`src/rtl/axi_wraddr_beat_expander.sv`:
```
// Expands one AXI3 write-address command into a stream of per-beat byte addresses,
// with FIXED/INCR/WRAP arithmetic and sticky protocol-violation flags.
module axi_wraddr_beat_expander #(
   parameter int ID_WIDTH      = 12,
   parameter int ADDRESS_WIDTH = 32
) (
   input  logic                     clk,
   input  logic                     reset,
   input  logic [ID_WIDTH-1:0]      awid,
   input  logic [ADDRESS_WIDTH-1:0] awaddr,
   input  logic [3:0]               awlen,
   input  logic [2:0]               awsize,
   input  logic [1:0]               awburst,
   input  logic                     awvalid,
   output logic                     awready,
   output logic [ID_WIDTH-1:0]      beat_id,
   output logic [ADDRESS_WIDTH-1:0] beat_addr,
   output logic [3:0]               beat_num,
   output logic                     beat_last,
   output logic                     beat_valid,
   input  logic                     beat_ready,
   output logic                     busy,
   input  logic                     err_clear,
   output logic                     err_burst,
   output logic                     err_wrap,
   output logic                     err_4k
);

   typedef enum logic {IDLE, BURST} state_t;

   localparam logic [ADDRESS_WIDTH-1:0] ONE = {{(ADDRESS_WIDTH-1){1'b0}}, 1'b1};

   state_t                   state;
   logic [3:0]               len;
   logic [2:0]               size;
   logic [1:0]               burst;
   logic                     aw_fire;
   logic                     beat_fire;
   logic [ADDRESS_WIDTH-1:0] size_bytes;
   logic [ADDRESS_WIDTH-1:0] size_mask;
   logic [ADDRESS_WIDTH-1:0] span_mask;
   logic [ADDRESS_WIDTH-1:0] next_addr;
   logic [ADDRESS_WIDTH-1:0] aw_size_mask;
   logic [11:0]              mask12;
   logic [13:0]              off4k;
   logic [13:0]              bytes4k;
   logic                     new_burst_err;
   logic                     new_wrap_err;
   logic                     new_4k_err;

   assign beat_valid = (state == BURST);
   assign busy       = beat_valid;
   assign beat_last  = beat_valid && (beat_num == len);
   assign beat_fire  = beat_valid & beat_ready;
   // Accepting during the final beat lets the next command follow without a bubble.
   assign awready    = reset & ((state == IDLE) | (beat_fire & beat_last));
   assign aw_fire    = awvalid & awready;

   always_comb begin
      size_bytes = ONE << size;
      size_mask  = size_bytes - ONE;
      span_mask  = ((ADDRESS_WIDTH'(len) + ONE) << size) - ONE;
      case (burst)
         2'd0:    next_addr = beat_addr;
         2'd2:    next_addr = (beat_addr & ~span_mask) | ((beat_addr + size_bytes) & span_mask);
         default: next_addr = (beat_addr & ~size_mask) + size_bytes;
      endcase
   end

   always_comb begin
      aw_size_mask  = (ONE << awsize) - ONE;
      mask12        = (12'd1 << awsize) - 12'd1;
      off4k         = {2'b00, awaddr[11:0] & ~mask12};
      bytes4k       = ({10'd0, awlen} + 14'd1) << awsize;
      new_burst_err = (awburst == 2'd3);
      new_wrap_err  = (awburst == 2'd2) &&
                      (!(awlen == 4'd1 || awlen == 4'd3 || awlen == 4'd7 || awlen == 4'd15) ||
                       ((awaddr & aw_size_mask) != '0));
      new_4k_err    = (awburst == 2'd1) && ((off4k + bytes4k) > 14'd4096);
   end

   always_ff @(posedge clk or negedge reset) begin
      if (!reset) begin
         state     <= IDLE;
         len       <= '0;
         size      <= '0;
         burst     <= '0;
         beat_id   <= '0;
         beat_addr <= '0;
         beat_num  <= '0;
         err_burst <= 1'b0;
         err_wrap  <= 1'b0;
         err_4k    <= 1'b0;
      end else begin
         // A new violation in the same cycle as err_clear keeps its flag set.
         err_burst <= (err_burst & ~err_clear) | (aw_fire & new_burst_err);
         err_wrap  <= (err_wrap  & ~err_clear) | (aw_fire & new_wrap_err);
         err_4k    <= (err_4k    & ~err_clear) | (aw_fire & new_4k_err);
         if (aw_fire) begin
            state     <= BURST;
            len       <= awlen;
            size      <= awsize;
            burst     <= awburst;
            beat_id   <= awid;
            beat_addr <= awaddr;
            beat_num  <= '0;
         end else if (beat_fire) begin
            if (beat_last) begin
               state <= IDLE;
            end else begin
               beat_num  <= beat_num + 4'd1;
               beat_addr <= next_addr;
            end
         end
      end
   end

endmodule

```
`config.mk`:
```
export PLATFORM = sky130hd
export DESIGN_NAME = axi_wraddr_beat_expander
export DESIGN_NICKNAME = d
export VERILOG_FILES = /design/src/rtl/axi_wraddr_beat_expander.sv
export SDC_FILE = /design/constraint.sdc
export NUM_CORES = 1
export LEC_CHECK = 0
export BUFFER_PORTS_ARGS = -buffer_cell sky130_fd_sc_hd__buf_2
export CORE_MARGIN = 5
export CORE_UTILIZATION = 40
export CTS_CLUSTER_DIAMETER = 120
export DETAILED_ROUTE_END_ITERATION = 8
export HOLD_SLACK_MARGIN = 0.08
export MAX_ROUTING_LAYER = met4
export PLACE_DENSITY_LB_ADDON = 0.08
export SKIP_LAST_GASP = 1
export SYNTH_ARGS = -nofsm -noshare
export SYNTH_HDL_FRONTEND = slang
export SYNTH_SLANG_ARGS = --single-unit
```
`constraint.sdc`:
```
create_clock -name clk -period 5.97 [get_ports clk]
set_input_delay 1.4925 -clock clk [delete_from_list [all_inputs] [get_ports clk]]
set_output_delay 1.4925 -clock clk [all_outputs]
set_load 0.02 [all_outputs]
```
==> results_dict.tcl, run 1 <==
set metrics [dict create \
    maxSlewViolCount 0 \
    worstSetupStartpoint "awlen[0]" \
    cts_sinks 61 \
    reg2reg_depth 13 \
    cp_slowest_cell "ha_1" \
    worst_path_largest_cell_delay_ps 340 \
    clk_latency_ps 350 \
    grt_max_degree 47 \
    root_buffer "clkbuf_16" \
    die_w_um 142 \
    nets 1099 \
    gp_congestion 0.927 \
    place_area_sq_mm 0.00759 \
    hold_path_class "reg -> reg" \
    hp-start "beat_id[6]$_DFFE_PN0P_" \
    power_w 0.00400 \
    hold_buffers 0 \
    postCtsSetupRepairBufs 0 \
    worst_hold_slack_ps 474 \
    die-area_sq_mm 0.0202 \
    hold_viol_final 0 \
    run_status "finished, final reports clean" \
    fin_skew_ps 6.41 \
    place_hpwl_um 17800 \
    io_buffers 112 \
    ys_seq_elements 61 \
    crit_type "in -> reg" \
    drc 0 \
    ys_seq_area_frac 0.219 \
    worst-path-buf-inv 1 \
    maxSlewHeadroom 0.488 \
    tightestPinTransition_ps 769 \
    vias 7193 \
    reg2reg_slack_ps 1800 \
    crit_path_end_kind "register" \
    drt-total-wl_um 23300 \
    first_pass_iters 7 \
    synth_nets 1025 \
    dieHeight_um 142 \
    fin_crit_ps 4240 \
    max_freq_mhz 236 \
    core_area_sq_mm 0.0172 \
    cts_buffers 9 \
    leakagePower_nw 3.40 \
    crit_arrival_ps 4470 \
    critPathTopFamily "compound AO/OA/AOI/OAI gates" \
    critPathLaunchType "input port" \
    area_delta_synth_final_pct 13.3 \
    rows 48 \
    cts.clk_slew.worst_paths_ps 60 \
    antenna_found_initial 0 \
    cts_tree "done" \
    grt_overflow 0 \
    vdd_drop_max_uv 213 \
    p_per_area_mw_per_mm2 507 \
    rsz0062_at_grt "no" \
    num_antenna_cells 0 \
    timing.rr.start "size[0]$_DFFE_PN0P_" \
    postSynthCellCount 933 \
    grt_pass1_wl_um 37700 \
    fin_cells 1237 \
    post_cts_resized 0 \
    antenna_left 0 \
    fill_cells 1834 \
    tns_ps 0 \
    synth_edf_count 0 \
    synth_area_per_cell_sq_um 7.47 \
    htreeDepth 3 \
    viasPerCell 5.81 \
    ys_types 98 \
    syn_area_sq_mm 0.00697 \
    worstPathMaxFanout 8 \
    wire_per_inst_um 18.9 \
    grtUsageTotal 0.240 \
    maxCapViolCount 0 \
    hold_end "beat_id[6]$_DFFE_PN0P_" \
    num_io_pins 113 \
    drt_iter0_markers 497 \
    min_path_cells 2 \
    initial_core_util 0.406 \
    cp_common_cell "a21oi_1" \
    path_cells "buf_2, ha_1, mux2_2, nor3_1, ha_1, a21o_1, a21oi_1, o21bai_1, a21oi_1, o21ai_0, a21oi_1, o32ai_1, o31a_1, o32a_1" \
    ys_async_sr_fraction 1.00 \
    grt_pass1_vias 6828 \
    final_area_sq_mm 0.00789 \
    ys.flop_type "dfrtp_1" \
    cp.required_ps 6200 \
    yosysWarnings 0 \
    cts_max_path_buffers 2 \
    fin_crit_sh 0.711 \
    placed_cells 1221 \
    setup_viol 0 \
    drive_gt1_frac 0.180 \
]
## how the worst max path moves through the flow
stage	end	slack, ps	depth (start not counted)
final	err_4k$_DFF_PN0_	1730	14
after global routing	err_4k$_DFF_PN0_	1500	14
after CTS	err_4k$_DFF_PN0_	1760	14
after detailed placement	err_4k$_DFF_PN0_	1400	14
after global placement	err_4k$_DFF_PN0_	1450	14
after floorplan	err_4k$_DFF_PN0_	1790	14
## cell type report
type / count / area [sq um] / area share
well taps: 225 / 282 / 0.0357
multi-input cells: 772 / 4990 / 0.632
inverters: 40 / 150 / 0.0190
flip-flops and latches: 61 / 1530 / 0.193
clock inverters: 7 / 76.3 / 0.00967
repair buffers: 123 / 643 / 0.0815
clock buffers: 9 / 225 / 0.0285
## routing by layer
metal  wire length [um]  vias up  track usage
met5                  0        -            -
met4                360        0       0.0606
met3               1330       30       0.0319
met2              10300      235        0.352
met1              11400     3390        0.351
li1                   -     3538            -
## worst reg2reg max path: stages (launching register included)
cell and delay [ps]:
dfrtp_1 350, buf_4 310, nor2b_1 330, nand2_1 170, ha_1 410, or4b_2 690
nor3b_1 350, o211ai_1 220, a21oi_2 280, o21ba_2 270, nand4_1 170, xnor2_1 180
a211oi_1 250, nor2_1 80
## metrics by stage
| stage | util | worst slack, ps |
|---|---|---|
| final | 0.459 | 1730 |
| after global routing | 0.459 | 1500 |
| after CTS | 0.459 | 1760 |
| after detailed placement | 0.442 | 1400 |
| after global placement | 0.442 | 1450 |
| after floorplan | - | 1790 |
## placed cells by master (no fill, tap or decap), types with 4 or more instances in the layout
cell and instances:
buf_4 11, nor2_1 79, ha_1 32, mux2i_1 7, nor3b_1 4, buf_2 112, nor2b_1 14, o211ai_1 8
o221ai_1 8, nor3_1 25, a221oi_1 8, nand2b_1 13, o31a_1 4, a31oi_1 11, clkbuf_16 9, inv_1 38
nand3b_1 4, o21ai_1 4, nand2_1 133, nand4_1 12, o31ai_1 11, and2_1 14, mux2_2 4, nand3_1 30
o311ai_0 4, xor2_1 27, o22ai_1 12, or3_1 5, o21a_1 6, a21o_1 10, a211oi_1 10, o21ai_0 69
dfrtp_1 61, o21bai_1 5, and3_1 12, xnor2_1 32, nor4_1 10, a21oi_1 54
## cells by family after synthesis
logic type,share of synthesized area
xor+xnor,0.0781
compound gates,0.268
buf+inv,0.0663
flops,0.219
mux,0.0219
fa+ha+maj,0.0632
simple gates,0.283
## Yosys cell counts, types with 14 or more instances
cell type    n  area [sq um]
and2_1      14          87.6
xnor2_1     32           280
nand3_1     31           155
xor2_1      27           236
nor2_1      79           297
a21oi_1     54           270
ha_1        32           400
nor3_1      25           125
nand2_1    133           499
dfrtp_1     61          1530
o21ai_0     70           350
inv_1       38           143
nor2b_1     15          93.8
clkbuf_1    37           139
## report_power, final
group	switching [W]	internal [W]
Clock	0.000224	0.000325
Combinational	0.00162	0.000954
Sequential	0.000304	0.000580
Total	0.00214	0.00186
No activity file was read; power rests on OpenSTA's default activity.
==> run 2, diff against run 1 <==
==> constraint.sdc (replaced) <==
create_clock -name clk -period 4.4 [get_ports clk]
set_input_delay 1.1 -clock clk [delete_from_list [all_inputs] [get_ports clk]]
set_output_delay 1.1 -clock clk [all_outputs]
set_load 0.02 [all_outputs]
==> run 2 against run 1 <==
- sequential cell count stayed put
- clock power up 35%
- clock skew increased by 4.5 ps
- total power up 36%
- design area is 0.65% higher
- global-route usage is 0.36 points lower
- first-iteration DRC count up 8.5%
==> results_dict.tcl, run 2 (same netlist as run 1, synthesis figures left out) <==
set metrics [dict create \
    power_w 0.00546 \
    p_per_area_mw_per_mm2 687 \
    cts_max_path_buffers 2 \
    drc 0 \
    reg2reg_slack_ps 570 \
    cts_tree "done" \
    io_buffers 112 \
    wl_met1_um 11400 \
    setup_ws_ps 567 \
    hold_viol_final 0 \
    crit_type "reg -> reg" \
    fin_crit_sh 0.871 \
    first_pass_iters 5 \
    grt_max_degree 60 \
    post_cts_resized 0 \
    root_buffer "clkbuf_16" \
    cts_buffers 9 \
    run_status "finished, final reports clean" \
    postLayoutCoreUtil 0.462 \
    htreeDepth 3 \
    met2_length_um 10400 \
    max_freq_mhz 261 \
    wire_per_inst_um 18.8 \
    nets 1106 \
    area_delta_synth_final_pct 14.0 \
    grtUsageTotal 0.237 \
    initial_core_util 0.406 \
    tns_ps 0 \
    viasPerCell 5.81 \
    rows 48 \
    drive_gt1_frac 0.185 \
    antenna_found_initial 0 \
    drt_iter0_markers 539 \
    hold_path_class "reg -> reg" \
    place_hpwl_um 17800 \
    reg2reg_depth 15 \
    gp_congestion 0.905 \
    maxUsedRoutingLayer "met4" \
    final_common_cell "nand2_1" \
    crit_path_end_kind "register" \
    worstSetupStartpoint "size[2]$_DFFE_PN0P_" \
    clk_latency_ps 350 \
    num_io_pins 113 \
    die-area_sq_mm 0.0202 \
    rsz0062_at_grt "no" \
    maxCapViolCount 0 \
    final_cell_mix "133 x nand2_1, 112 x buf_2, 79 x nor2_1, 69 x o21ai_0, 61 x dfrtp_1" \
    vdd_drop_max_uv 280 \
    maxSlewViolCount 0 \
    worstPathMaxFanout 8 \
    postCtsSetupRepairBufs 0 \
    grt_pass1_wl_um 36900 \
    maxSlewHeadroom 0.441 \
    cts_sinks 61 \
    core_area_sq_mm 0.0172 \
    drt-total-wl_um 23400 \
    die_w_um 142 \
    fin_skew_ps 10.9 \
    wl_met3_um 1260 \
    num_antenna_cells 0 \
    cp.required_ps 4680 \
    vias 7230 \
    dieHeight_um 142 \
    hold_buffers 0 \
    fin_crit_ps 3830 \
    cts.clk_slew.worst_paths_ps 60 \
    leakagePower_nw 3.43 \
    grt_overflow 0 \
    antenna_left 0 \
    timing.rr.start "size[2]$_DFFE_PN0P_" \
    crit_arrival_ps 4110 \
    tightestPinTransition_ps 839 \
    dp_slack_ps 256 \
    grt_pass1_vias 6634 \
    setup_viol 0 \
    critPathLaunchType "register" \
]
-- run 2: cell types whose count changed in the layout (fill, tap and decap cells not counted), sizes merged --
cell / change
buf: +7
clkinv: -2
clkinvlp: +1
inv: +1
-- run 2: critical path: stages, from the launching register on --
cell and delay [ps]:
dfrtp_1 370, inv_1 270, nand3_1 240, inv_1 140
ha_1 260, inv_1 100, fa_1 410, nor2b_1 200
o21ai_0 160, a21o_1 220, a21o_1 190, nor2_1 330
nand2_1 180, or4_1 430, a21oi_1 150, a221o_1 120
-- run 2: report_power, final --
| group | total, W | leakage (nW) | switching (W) | internal (W) |
|---|---|---|---|---|
| combinational | 0.00353 | 2.51 | 0.00220 | 0.00133 |
| sequential | 0.00119 | 0.788 | 0.000404 | 0.000787 |
| clock | 0.000742 | 0.138 | 0.000301 | 0.000440 |
| total | 0.00546 | 3.43 | 0.00290 | 0.00256 |
-- run 2: worst min path at each step --
stage                             from                      end  cells after the start
3_3_place_gp   beat_id[11]$_DFFE_PN0P_  beat_id[11]$_DFFE_PN0P_                      2
2_1_floorplan     burst[1]$_DFFE_PN0P_     burst[1]$_DFFE_PN0P_                      2
4_1_cts         beat_id[3]$_DFFE_PN0P_   beat_id[3]$_DFFE_PN0P_                      2
5_1_grt         beat_id[7]$_DFFE_PN0P_   beat_id[7]$_DFFE_PN0P_                      2
3_5_place_dp    beat_id[7]$_DFFE_PN0P_   beat_id[7]$_DFFE_PN0P_                      2
6_report        beat_id[3]$_DFFE_PN0P_   beat_id[3]$_DFFE_PN0P_                      2
-- run 2: area by class of cell --
class | instances | area [sq um]
clock inverter | 7 | 75.1
sequential | 61 | 1530
tap | 225 | 282
timing repair buffer | 130 | 696
clock buffer | 9 | 225
fill | 1835 | 9230
inverter | 40 | 150
multi-input combinational | 772 | 4990
-- run 2: per-stage QoR --
stage               hold WS [ps]  instances  cell area, sq um
floorplan                    500        933              6970
global placement             459       1228              7640
detailed placement           457       1228              7640
CTS                          478       1244              7940
global route                 488       1244              7940
finish                       477       1244              7940
-- run 2: layer usage --
layer	GRT usage	vias up
met5	-	-
met4	0.0475	0
met3	0.0319	25
li1	-	3545
met2	0.356	219
met1	0.342	3441
==> run 3, diff against run 2 <==
==> constraint.sdc (replaced) <==
create_clock -name clk -period 4.4 [get_ports clk]
set_input_delay 0.66 -clock clk [delete_from_list [all_inputs] [get_ports clk]]
set_output_delay 0.66 -clock clk [all_outputs]
set_load 0.02 [all_outputs]
==> run 3 against run 2 <==
- clock power grew 9.8%
- die area is the same
- via count grew 0.86%
- fmax shrank 0.46%
- sequential share of layout area is essentially flat
==> results_dict.tcl, run 3 (same netlist as run 1, synthesis figures left out) <==
set metrics [dict create \
    power_w 0.00557 \
    gp_congestion 0.877 \
    grtUsageTotal 0.245 \
    maxSlewHeadroom 0.385 \
    critPathLaunchType "register" \
    p_sw_w 0.00296 \
    tightestPinTransition_ps 923 \
    cts.clk_slew.worst_paths_ps 60 \
    postCtsSetupRepairBufs 0 \
    rows 48 \
    grt_pass1_vias 6880 \
    crit_arrival_ps 4080 \
    crit_type "reg -> reg" \
    final_common_cell "nand2_1" \
    place_hpwl_um 17800 \
    die-area_sq_mm 0.0202 \
    grt_pass1_wl_um 38100 \
    antenna_left 0 \
    hold_buffers 0 \
    cts_buffers 9 \
    drc 0 \
    worst-path-buf-inv 0 \
    cp_slowest_cell "or4b_2" \
    dieHeight_um 142 \
    met2_length_um 10800 \
    final_cell_mix "133 x nand2_1, 112 x buf_2, 79 x nor2_1, 69 x o21ai_0, 61 x dfrtp_1" \
    first_pass_iters 5 \
    maxSlewViolCount 0 \
    p_per_area_mw_per_mm2 700 \
    io_buffers 112 \
    worst_path_largest_cell_delay_ps 680 \
    drt_iter0_markers 528 \
    maxCapViolCount 0 \
    wire_per_inst_um 19.5 \
    antenna_found_initial 0 \
    fin_skew_ps 9.37 \
    setup_viol 0 \
    nets 1103 \
    initial_core_util 0.406 \
    p_sw_frac 0.532 \
    vdd_drop_max_uv 293 \
    hold_viol_final 0 \
    leakagePower_nw 3.43 \
    wl_met1_um 11700 \
    grt_max_degree 63 \
    htreeDepth 3 \
    path_cells "nor2b_1, nand2_1, ha_1, or4b_2, nor3b_1, o211ai_1, a21oi_2, o21ba_2, nand3_1, xnor2_1, o221ai_1, a22o_1" \
    rsz0062_at_grt "no" \
    fin_crit_sh 0.875 \
    clock_power_share 0.146 \
    cp.required_ps 4630 \
    clk_latency_ps 350 \
    internal_power_w 0.00260 \
    crit_path_end_kind "register" \
    pwr-share-seq 0.211 \
    post_cts_resized 0 \
    fin_crit_ps 3850 \
    drt-total-wl_um 24200 \
    critPathTopFamily "simple AND/OR/NAND/NOR gates" \
    num_io_pins 113 \
    vias 7292 \
    root_buffer "clkbuf_16" \
    cts_tree "done" \
    run_status "finished, final reports clean" \
    drive_gt1_frac 0.183 \
    wl_met3_um 1300 \
    num_antenna_cells 0 \
    core_area_sq_mm 0.0172 \
    maxUsedRoutingLayer "met4" \
    worstPathMaxFanout 14 \
    die_w_um 142 \
    viasPerCell 5.88 \
    area_delta_synth_final_pct 14.1 \
    cts_max_path_buffers 2 \
    fill_cells 1805 \
    cts_sinks 61 \
    grt_overflow 0 \
    p_comb_frac 0.642 \
    max_freq_mhz 260 \
    tns_ps 0 \
    hold_path_class "reg -> reg" \
]
[run 3: metal layers]
layer  track usage  vias up
met5             -        -
met4        0.0581        0
met3        0.0302       22
met2         0.373      253
met1         0.347     3481
li1              -     3536
[run 3: layout make-up]
| cell class | count | area (sq um) | share of cell area |
|---|---|---|---|
| multi-input cells | 772 | 4990 | 0.628 |
| flip-flops and latches | 61 | 1530 | 0.192 |
| repair buffers | 127 | 673 | 0.0847 |
| well taps | 225 | 282 | 0.0354 |
| clock buffers | 9 | 225 | 0.0283 |
| inverters | 40 | 150 | 0.0189 |
| clock inverters | 7 | 100 | 0.0126 |
[run 3: final timing paths]
path | startpoint | to | slack [ps] | cells after the start
setup / recovery | size[1]$_DFFE_PN0P_ | register | 550 | 12
hold / removal | beat_id[1]$_DFFE_PN0P_ | beat_id[1]$_DFFE_PN0P_ | 470 | 2
setup reg to reg | size[1]$_DFFE_PN0P_ | register | 550 | 12
hold reg to reg | beat_id[1]$_DFFE_PN0P_ | beat_id[1]$_DFFE_PN0P_ | 470 | 2
max in group asynchronous | reset | async pin | 3170 | 2
min in group asynchronous | reset | beat_valid$_DFFE_PN0P_ | 610 | 2
[run 3: worst register-to-register path, stage by stage (launching register included)]
cell and delay [ps]:
dfrtp_1 440, nor2b_1 250, nand2_1 160, ha_1 380, or4b_2 680, nor3b_1 370
o211ai_1 230, a21oi_2 290, o21ba_2 280, nand3_1 130, xnor2_1 160, o221ai_1 140
a22o_1 230
[run 3: power by group through the flow]
stage	sequential, W	clock, W	combinational (W)
3_3_place_gp	0.00118	0	0.00355
3_5_place_dp	0.00117	0	0.00355
6_report	0.00118	0.000815	0.00357
4_1_cts	0.00117	0.000832	0.00356
5_1_grt	0.00122	0.000851	0.00393
2_1_floorplan	0.00122	0	0.00256
[run 3: metrics by stage]
step	instances	utilization	setup slack (ps)	cell area [sq um]	hold slack, ps
after floorplan	933	-	1040	6970	364
after global placement	1225	0.444	737	7620	454
after detailed placement	1225	0.444	670	7620	458
after CTS	1241	0.463	636	7950	473
after global routing	1241	0.463	391	7950	493
final	1241	0.463	550	7950	471
